$ cat src/rtl/vga_ctrl_pkg.sv
// Shared types and constants for the VGA display-update path.
package vga_ctrl_pkg;

  // Arbiter state: ACTIVE outside blanking, ARB while granting, HOLD once both are served.
  typedef enum logic [1:0] {
    ACTIVE = 2'd0,
    ARB    = 2'd1,
    HOLD   = 2'd2
  } arb_state_e;

  // Requester indices into eligible/grant/served vectors.
  localparam int SIM   = 0;
  localparam int PANEL = 1;

  // Default field widths, shared with the pixel generator.
  localparam int DEST_W_DEF = 8;
  localparam int CALL_W_DEF = 8;

endpackage

$ cat src/rtl/rr_arbiter2.sv
// Two-way round-robin arbiter. The pointer only moves on a contested grant,
// so a lone requester never steals the other's turn.
module rr_arbiter2
  import vga_ctrl_pkg::*;
(
  input  logic       pixel_clk,
  input  logic       reset,
  input  logic [1:0] eligible,
  input  logic       advance,
  output logic [1:0] grant,
  output logic       rr_ptr
);

  logic rr_ptr_q;
  logic rr_ptr_d;

  // Pick the single eligible requester, or the pointed-to one when both compete.
  always_comb begin
    grant    = 2'b00;
    rr_ptr_d = rr_ptr_q;
    case (eligible)
      2'b01: grant = 2'b01;
      2'b10: grant = 2'b10;
      2'b11: begin
        if (rr_ptr_q == 1'(PANEL)) begin
          grant = 2'b10;
        end else begin
          grant = 2'b01;
        end
        if (advance) begin
          rr_ptr_d = ~rr_ptr_q;
        end else begin
          rr_ptr_d = rr_ptr_q;
        end
      end
      default: grant = 2'b00;
    endcase
  end

  // Round-robin pointer register; SIM has first priority after reset.
  always_ff @(posedge pixel_clk or posedge reset) begin
    if (reset) begin
      rr_ptr_q <= 1'(SIM);
    end else begin
      rr_ptr_q <= rr_ptr_d;
    end
  end

  assign rr_ptr = rr_ptr_q;

endmodule

$ cat src/rtl/vga_frame_arbiter.sv
// Frame-synchronous update arbiter: commits simulation and panel data into
// display shadow registers only during vertical blanking, one commit per
// requester per blank, so the visible frame never changes mid-scan.
module vga_frame_arbiter
  import vga_ctrl_pkg::*;
#(
  parameter int DEST_W = DEST_W_DEF,
  parameter int CALL_W = CALL_W_DEF
) (
  input  logic              pixel_clk,
  input  logic              reset,
  input  logic              vblank,
  input  logic              sim_req,
  input  logic [DEST_W-1:0] sim_destination,
  input  logic [1:0]        sim_state,
  output logic              sim_ack,
  input  logic              panel_req,
  input  logic [CALL_W-1:0] panel_calls,
  output logic              panel_ack,
  output logic [DEST_W-1:0] disp_destination,
  output logic [1:0]        disp_sim_state,
  output logic [CALL_W-1:0] disp_calls,
  output logic              frame_start,
  output logic [7:0]        frame_count,
  output logic              update_pending
);

  arb_state_e        state_q, state_d;
  logic [1:0]        served_q, served_d;
  logic              vblank_q;
  logic              sim_ack_q, sim_ack_d;
  logic              panel_ack_q, panel_ack_d;
  logic [DEST_W-1:0] disp_destination_q, disp_destination_d;
  logic [1:0]        disp_sim_state_q, disp_sim_state_d;
  logic [CALL_W-1:0] disp_calls_q, disp_calls_d;
  logic              frame_start_q, frame_start_d;
  logic [7:0]        frame_count_q, frame_count_d;

  logic              rise_s;
  logic              fall_s;
  logic [1:0]        eligible_s;
  logic [1:0]        grant_s;
  logic              rr_ptr_unused;

  assign rise_s = vblank & ~vblank_q;
  assign fall_s = ~vblank & vblank_q;

  // Only requesters not yet served in this blank compete, and only while arbitrating.
  assign eligible_s = (state_q == ARB) ? ({panel_req, sim_req} & ~served_q) : 2'b00;

  // Pointer is kept inside the arbiter; exposed only for debug visibility.
  rr_arbiter2 u_rr (
    .pixel_clk (pixel_clk),
    .reset     (reset),
    .eligible  (eligible_s),
    .advance   (state_q == ARB),
    .grant     (grant_s),
    .rr_ptr    (rr_ptr_unused)
  );

  // Next-state, commit and frame bookkeeping.
  always_comb begin
    state_d            = state_q;
    served_d           = served_q | grant_s;
    sim_ack_d          = grant_s[SIM];
    panel_ack_d        = grant_s[PANEL];
    disp_destination_d = disp_destination_q;
    disp_sim_state_d   = disp_sim_state_q;
    disp_calls_d       = disp_calls_q;
    frame_start_d      = fall_s;
    frame_count_d      = frame_count_q;

    if (grant_s[SIM]) begin
      disp_destination_d = sim_destination;
      disp_sim_state_d   = sim_state;
    end else begin
      disp_destination_d = disp_destination_q;
      disp_sim_state_d   = disp_sim_state_q;
    end

    if (grant_s[PANEL]) begin
      disp_calls_d = panel_calls;
    end else begin
      disp_calls_d = disp_calls_q;
    end

    if (fall_s) begin
      frame_count_d = frame_count_q + 8'd1;
    end else begin
      frame_count_d = frame_count_q;
    end

    case (state_q)
      ACTIVE: begin
        if (rise_s) begin
          state_d  = ARB;
          served_d = 2'b00;
        end else begin
          state_d = ACTIVE;
        end
      end
      ARB: begin
        if (fall_s) begin
          state_d = ACTIVE;
        end else if (served_q == 2'b11) begin
          state_d = HOLD;
        end else begin
          state_d = ARB;
        end
      end
      HOLD: begin
        if (fall_s) begin
          state_d = ACTIVE;
        end else begin
          state_d = HOLD;
        end
      end
      default: state_d = ACTIVE;
    endcase
  end

  // State and shadow registers. vblank_q resets high so a blank already in
  // progress at reset release is not mistaken for a fresh rising edge.
  always_ff @(posedge pixel_clk or posedge reset) begin
    if (reset) begin
      state_q            <= ACTIVE;
      served_q           <= 2'b00;
      vblank_q           <= 1'b1;
      sim_ack_q          <= 1'b0;
      panel_ack_q        <= 1'b0;
      disp_destination_q <= '0;
      disp_sim_state_q   <= 2'b00;
      disp_calls_q       <= '0;
      frame_start_q      <= 1'b0;
      frame_count_q      <= 8'd0;
    end else begin
      state_q            <= state_d;
      served_q           <= served_d;
      vblank_q           <= vblank;
      sim_ack_q          <= sim_ack_d;
      panel_ack_q        <= panel_ack_d;
      disp_destination_q <= disp_destination_d;
      disp_sim_state_q   <= disp_sim_state_d;
      disp_calls_q       <= disp_calls_d;
      frame_start_q      <= frame_start_d;
      frame_count_q      <= frame_count_d;
    end
  end

  assign sim_ack          = sim_ack_q;
  assign panel_ack        = panel_ack_q;
  assign disp_destination = disp_destination_q;
  assign disp_sim_state   = disp_sim_state_q;
  assign disp_calls       = disp_calls_q;
  assign frame_start      = frame_start_q;
  assign frame_count      = frame_count_q;
  assign update_pending   = (sim_req & ~served_q[SIM]) | (panel_req & ~served_q[PANEL]);

endmodule
$ cat config.mk
export PLATFORM = sky130hd
export DESIGN_NAME = vga_frame_arbiter
export DESIGN_NICKNAME = d
export VERILOG_FILES = /design/src/rtl/vga_ctrl_pkg.sv /design/src/rtl/rr_arbiter2.sv /design/src/rtl/vga_frame_arbiter.sv
export SDC_FILE = /design/constraint.sdc
export NUM_CORES = 1
export LEC_CHECK = 0
export CAP_MARGIN = 30
export CORE_MARGIN = 2
export CORE_UTILIZATION = 40
export CTS_CLUSTER_SIZE = 14
export DETAILED_ROUTE_END_ITERATION = 6
export HOLD_SLACK_MARGIN = 0.08
export PLACE_DENSITY_LB_ADDON = 0.12
export SYNTH_ARGS = -nofsm -noshare
export SYNTH_HDL_FRONTEND = slang
export SYNTH_HIERARCHICAL = 1
export SYNTH_SLANG_ARGS = --single-unit
$ cat constraint.sdc
create_clock -name pixel_clk -period 2.7 [get_ports pixel_clk]
set_input_delay 0.81 -clock pixel_clk [delete_from_list [all_inputs] [get_ports pixel_clk]]
set_output_delay 0.81 -clock pixel_clk [all_outputs]
set_load 0.01 [all_outputs]
Word-level counts from Yosys, hierarchy flattened:

Cells that the tools add are included.

* input port bits: 23
* output and inout port bits: 30
* logic and storage cells: 43
* register bits after elaboration: 35

* $add $sub $neg: 1
* bitwise logic cells: 13
* muxes and demuxes: 10
* reduce and logical (&&, ||, !) cells: 2
* eq/ne operators: 6

Operator list (count)
* 2-bit two-way mux: 7
* 2-bit case mux with 3 select lines: 2
* 8-bit by 1-bit adder with 8-bit output (second input constant): 1
* 2-bit == test (second input constant): 4
* 1-bit inverter: 5
* 1-bit AND: 4
* 2-bit by 1-bit == test with 1-bit output (second input constant): 2
* 2-bit AND: 1
* 2-bit logical NOT: 1
* 2-bit inverter: 1
* 2-bit bitwise OR: 1
* 2-bit AND reduction: 1
* 1-bit two-way mux: 1
* 1-bit bitwise OR: 1

Logic depth before layout (Yosys ltp):

* word-level depth: 8
* gate-level depth with buffers: 6
* mapped depth without buffers: 5

By module:

The synthesis kept the hierarchy.

By module, submodules not included
* vga_frame_arbiter: instances 1, area each 1343.8 um^2, cells an instance 96, sequential area each 852.1 um^2
* rr_arbiter2: instances 1, area each 61.3 um^2, cells an instance 7, sequential area each 25.0 um^2

Least setup slack after synthesis:

Ideal clock, no wire load.

* kind: input-to-reg
* from: in sim_req
* to: reg disp_destination_q[0] (netlist: disp_destination[0])
* setup slack: 0.713 ns
* setup time: 0.125 ns
* path buffers: 1
* required time: 2.575 ns
* stages: 5
* arrival time: 1.862 ns
* cell sequence: nand2b_1 > nor2_1 > a21boi_0 > buf_2 > mux2_2

* cells in the longest elaborated chain, start to end: 4
* elaborated cells on any way between the ends: 6
* classes of those cells: eq/ne: 3; mux: 2; bitwise: 1

RTL lines
* from (decl): line vga_frame_arbiter.sv:13 `input logic sim_req,`
* 2-bit AND *: line vga_frame_arbiter.sv:49 `assign eligible_s = (state_q == ARB) ? ({panel_req, sim_req} & ~served_q) : 2'b00;`
* 2-bit two-way mux *: line vga_frame_arbiter.sv:49
* net eligible_s[0]: line vga_frame_arbiter.sv:41 `logic [1:0] eligible_s;`
* 2-bit == test or 2-bit by 1-bit == test with 1-bit output (tied branches): line rr_arbiter2.sv:21 `case (eligible)`
* 2-bit case mux with 3 select lines *: line rr_arbiter2.sv:21
* net grant_s[0]: line vga_frame_arbiter.sv:42 `logic [1:0] grant_s;`
* to (signal assigned): line vga_frame_arbiter.sv:142 `disp_destination_q <= disp_destination_d;`
* to (decl): line vga_frame_arbiter.sv:33 `logic [DEST_W-1:0] disp_destination_q, disp_destination_d;`

The timed path passes the listed nets; every way through them passes the cells marked *.
A chain may end at the register's enable or synchronous reset.

Worst setup path after layout:

* from: in panel_req
* to: out update_pending

* cells in the longest elaborated chain, start to end: 2

RTL lines
* from (decl): line vga_frame_arbiter.sv:17 `input logic panel_req,`
* 1-bit AND: line vga_frame_arbiter.sv:157 `assign update_pending = (sim_req & ~served_q[SIM]) | (panel_req & ~served_q[PANEL]);`
* 1-bit bitwise OR: line vga_frame_arbiter.sv:157
* to (decl): line vga_frame_arbiter.sv:25 `output logic update_pending`

No other way between the ends.

==> impl_metrics.env <==
export IMPL_avgSynthCellArea_sq_um=13.6
export IMPL_startpoint_type="primary input"
export IMPL_drv_cap=0
export IMPL_min_path_type="flip-flop to flip-flop"
export IMPL_synth_cells=103
export IMPL_setup_worst_path_start="panel_req"
export IMPL_drive_above_1_share=0.201
export IMPL_fin_cells=210
export IMPL_fin_area_sq_um=2060
export IMPL_hold_viol_final=0
export IMPL_finalPower_uw=2050
export IMPL_cts_path_max_buffers=2
export IMPL_p_per_area_nw_per_um2=995
export IMPL_grt_start_max_net_pins=25
export IMPL_cts_tree="built"
export IMPL_crit_path_top_delay_cell="clkdlybuf4s50_1"
export IMPL_outcome="finished, final reports clean"
export IMPL_layout_commonest_cell="clkdlybuf4s50_1"
export IMPL_die_w_um=63.3
export IMPL_yosysSeqAreaShare=0.624
export IMPL_syn2layout_area_growth_pct=46.3
export IMPL_h_tree_depth=2
export IMPL_cpLargestDelayFamily="buffers and inverters"
export IMPL_fill_cells=309
export IMPL_yosys_warnings=6
export IMPL_r2r_start="state_q[1]"
export IMPL_hold_path_end="frame_count[7]"
export IMPL_drt_first_iter_violations=13
export IMPL_slew_viol_final=0
export IMPL_fin_nets=187
export IMPL_die_area_sq_um=4000
export IMPL_io_pins=53
export IMPL_core_area_sq_um=3360
export IMPL_dp_hpwl_um=1990
export IMPL_cp_max_fo=2
export IMPL_clk_latency_ns=0.33
export IMPL_crit_required_ns=1.89
export IMPL_worst_ep_arrival_time_ns=1.67
export IMPL_min_delay_start="frame_count[7]"
export IMPL_synth_seq_cells=35
export IMPL_regArea_sq_um=877
export IMPL_dp_cells=202
export IMPL_layout_common_cells="clkdlybuf4s50_1 (51), dfrtp_1 (34), mux2_2 (18)"
export IMPL_antenna_cells=0
export IMPL_grt_pass1_vias=1057
export IMPL_finClkSkew_ns=0.0133
export IMPL_gr_total_overflow=0
export IMPL_multiInputGateArea_sq_um=497
export IMPL_fp_row_count=21
export IMPL_grt_total_usage=0.154
export IMPL_fmax_mhz=404
export IMPL_rrSetupSlack_ns=0.98
export IMPL_timing_setup_tns_ns=0
export IMPL_relSlewSlack=0.716
export IMPL_vias=979
export IMPL_cts_root_buf="clkbuf_4"
export IMPL_hold_buffers=0
export IMPL_antenna_found_initial=0
export IMPL_start_util=0.418
export IMPL_routed_wl_um=2620
export IMPL_setup_violations=0
export IMPL_cts_buffers=5
export IMPL_drc_errors=0
export IMPL_cp_num_buf_inv=2
export IMPL_yosysUniqueCellTypes=23
export IMPL_period_share=0.917
export IMPL_synthesis_area_sq_um=1410
export IMPL_grt_pass1_wl_um=4660
export IMPL_finalWorstPathRequiredPeriod_ns=2.48
export IMPL_postPlaceCellArea_sq_um=2010
export IMPL_ant_nets=0
export IMPL_cp_end_kind="primary output"
export IMPL_critical_path_max_stage_delay_ns=0.46
export IMPL_path_class="primary input to primary output"
export IMPL_viasPerCell=4.66
export IMPL_ir_worst_vdd_mv=0.510
export IMPL_clkSlewWorstSetupHoldPaths_ns=0.10
export IMPL_rsz0062_at_grt="false"
export IMPL_tightest_slew_ns=0.420
export IMPL_synth_nets=127
export IMPL_gp_congestion=0.697
export IMPL_crit_chain="clkdlybuf4s50_1 > nand2b_1 > nand2_1 > dlygate4sd2_1"
export IMPL_worstReg2RegEnd="disp_destination[6]"
export IMPL_r2r_cells=5
export IMPL_dr_pass1_iters=2
export IMPL_p_leak_uw=0.000900
export IMPL_hold_ws_ns=0.477
export IMPL_post_drt_wl_per_cell_um=12.5
export IMPL_die_h_um=63.3
export IMPL_hold_depth=1
export IMPL_cts_sinks=35
export IMPL_io_buffers=52
==> cell usage after synthesis (all sizes together) <==
cell	instances	area, sq um
nand4	2	18.8
inv	5	21.3
a21boi	2	15.0
a21oi	1	5.00
xnor2	4	35.0
nor2	10	37.5
nand3b	1	20.0
nand3	2	10.0
nor3	2	20.0
nand2b	5	33.8
a32oi	1	8.76
dfstp	1	26.3
buf	2	10.0
nor4b	1	8.76
nand2	6	22.5
mux2	19	214
xor2	4	35.0
dfrtp	34	851
ha	1	12.5
==> registers in the layout, summed over array words and instances, names as in the netlist, 2 cells and up <==
signal / count
frame_count: 8
disp_calls: 8
disp_sim_state: 2
disp_destination: 8
state_q: 2
served_q: 2
==> report_power, final <==
group	switching (uW)	internal [uW]	total (uW)	leakage, uW
sequential	159	742	901	0.000431
clock	158	104	261	0.0000265
combinational	321	562	883	0.000442
==> metal layers <==
layer  vias up  track usage  wire length (um)
li1        467            -                 -
met1       475        0.176              1100
met2        30        0.257              1320
met3         7       0.0446               129
met4         0       0.0897                62
met5         -            0                 0
==> worst register-to-register path, cell delays in order (launching register included) <==
cell      delay, ns
dfrtp_1        0.42
nand2b_1       0.20
nor2_1         0.20
a21boi_1       0.23
buf_4          0.23
mux2_2         0.35
==> through the flow <==
stage / setup WS [ns] / util
after floorplan: 0.713 / -
after global placement: -0.0287 / 0.597
after detailed placement: -0.0439 / 0.597
after CTS: 0.219 / 0.611
after global routing: 0.189 / 0.611
final: 0.225 / 0.611
==> final cells by class <==
| type | instances | area share |
|---|---|---|
| clock buffers | 8 | 0.0237 |
| inverters | 5 | 0.0103 |
| flip-flops and latches | 35 | 0.427 |
| well taps | 46 | 0.0280 |
| repair buffers | 55 | 0.270 |
| multi-input cells | 61 | 0.242 |
==> kinds of logic (layout without fill, tap and decap cells) <==
kind of cell | after synthesis | in the layout | share of synthesized area
flip-flops | 35 | 35 | 0.624
AND/OR/NAND/NOR | 29 | 29 | 0.122
multiplexers | 19 | 19 | 0.152
XOR/XNOR | 8 | 8 | 0.0499
buffers and inverters | 7 | 68 | 0.0223
AO/OA/AOI/OAI | 4 | 4 | 0.0205
adder cells (fa/ha/maj) | 1 | 1 | 0.00890
==> worst max-delay path by stage <==
| stage | to | slack [ns] | depth (start not counted) |
|---|---|---|---|
| detailed placement | update_pending | -0.04 | 4 |
| finish | update_pending | 0.22 | 4 |
| global route | update_pending | 0.19 | 4 |
| global placement | update_pending | -0.03 | 4 |
| floorplan | disp_destination[0] | 0.71 | 5 |
| CTS | update_pending | 0.22 | 4 |
==> repair_timing <==
action                                  in CTS  in global routing
buffers inserted                             0                  0
endpoints found under the setup margin       1                  0
gates resized for setup                      1                  0
Power figures use the tool's default switching activity.
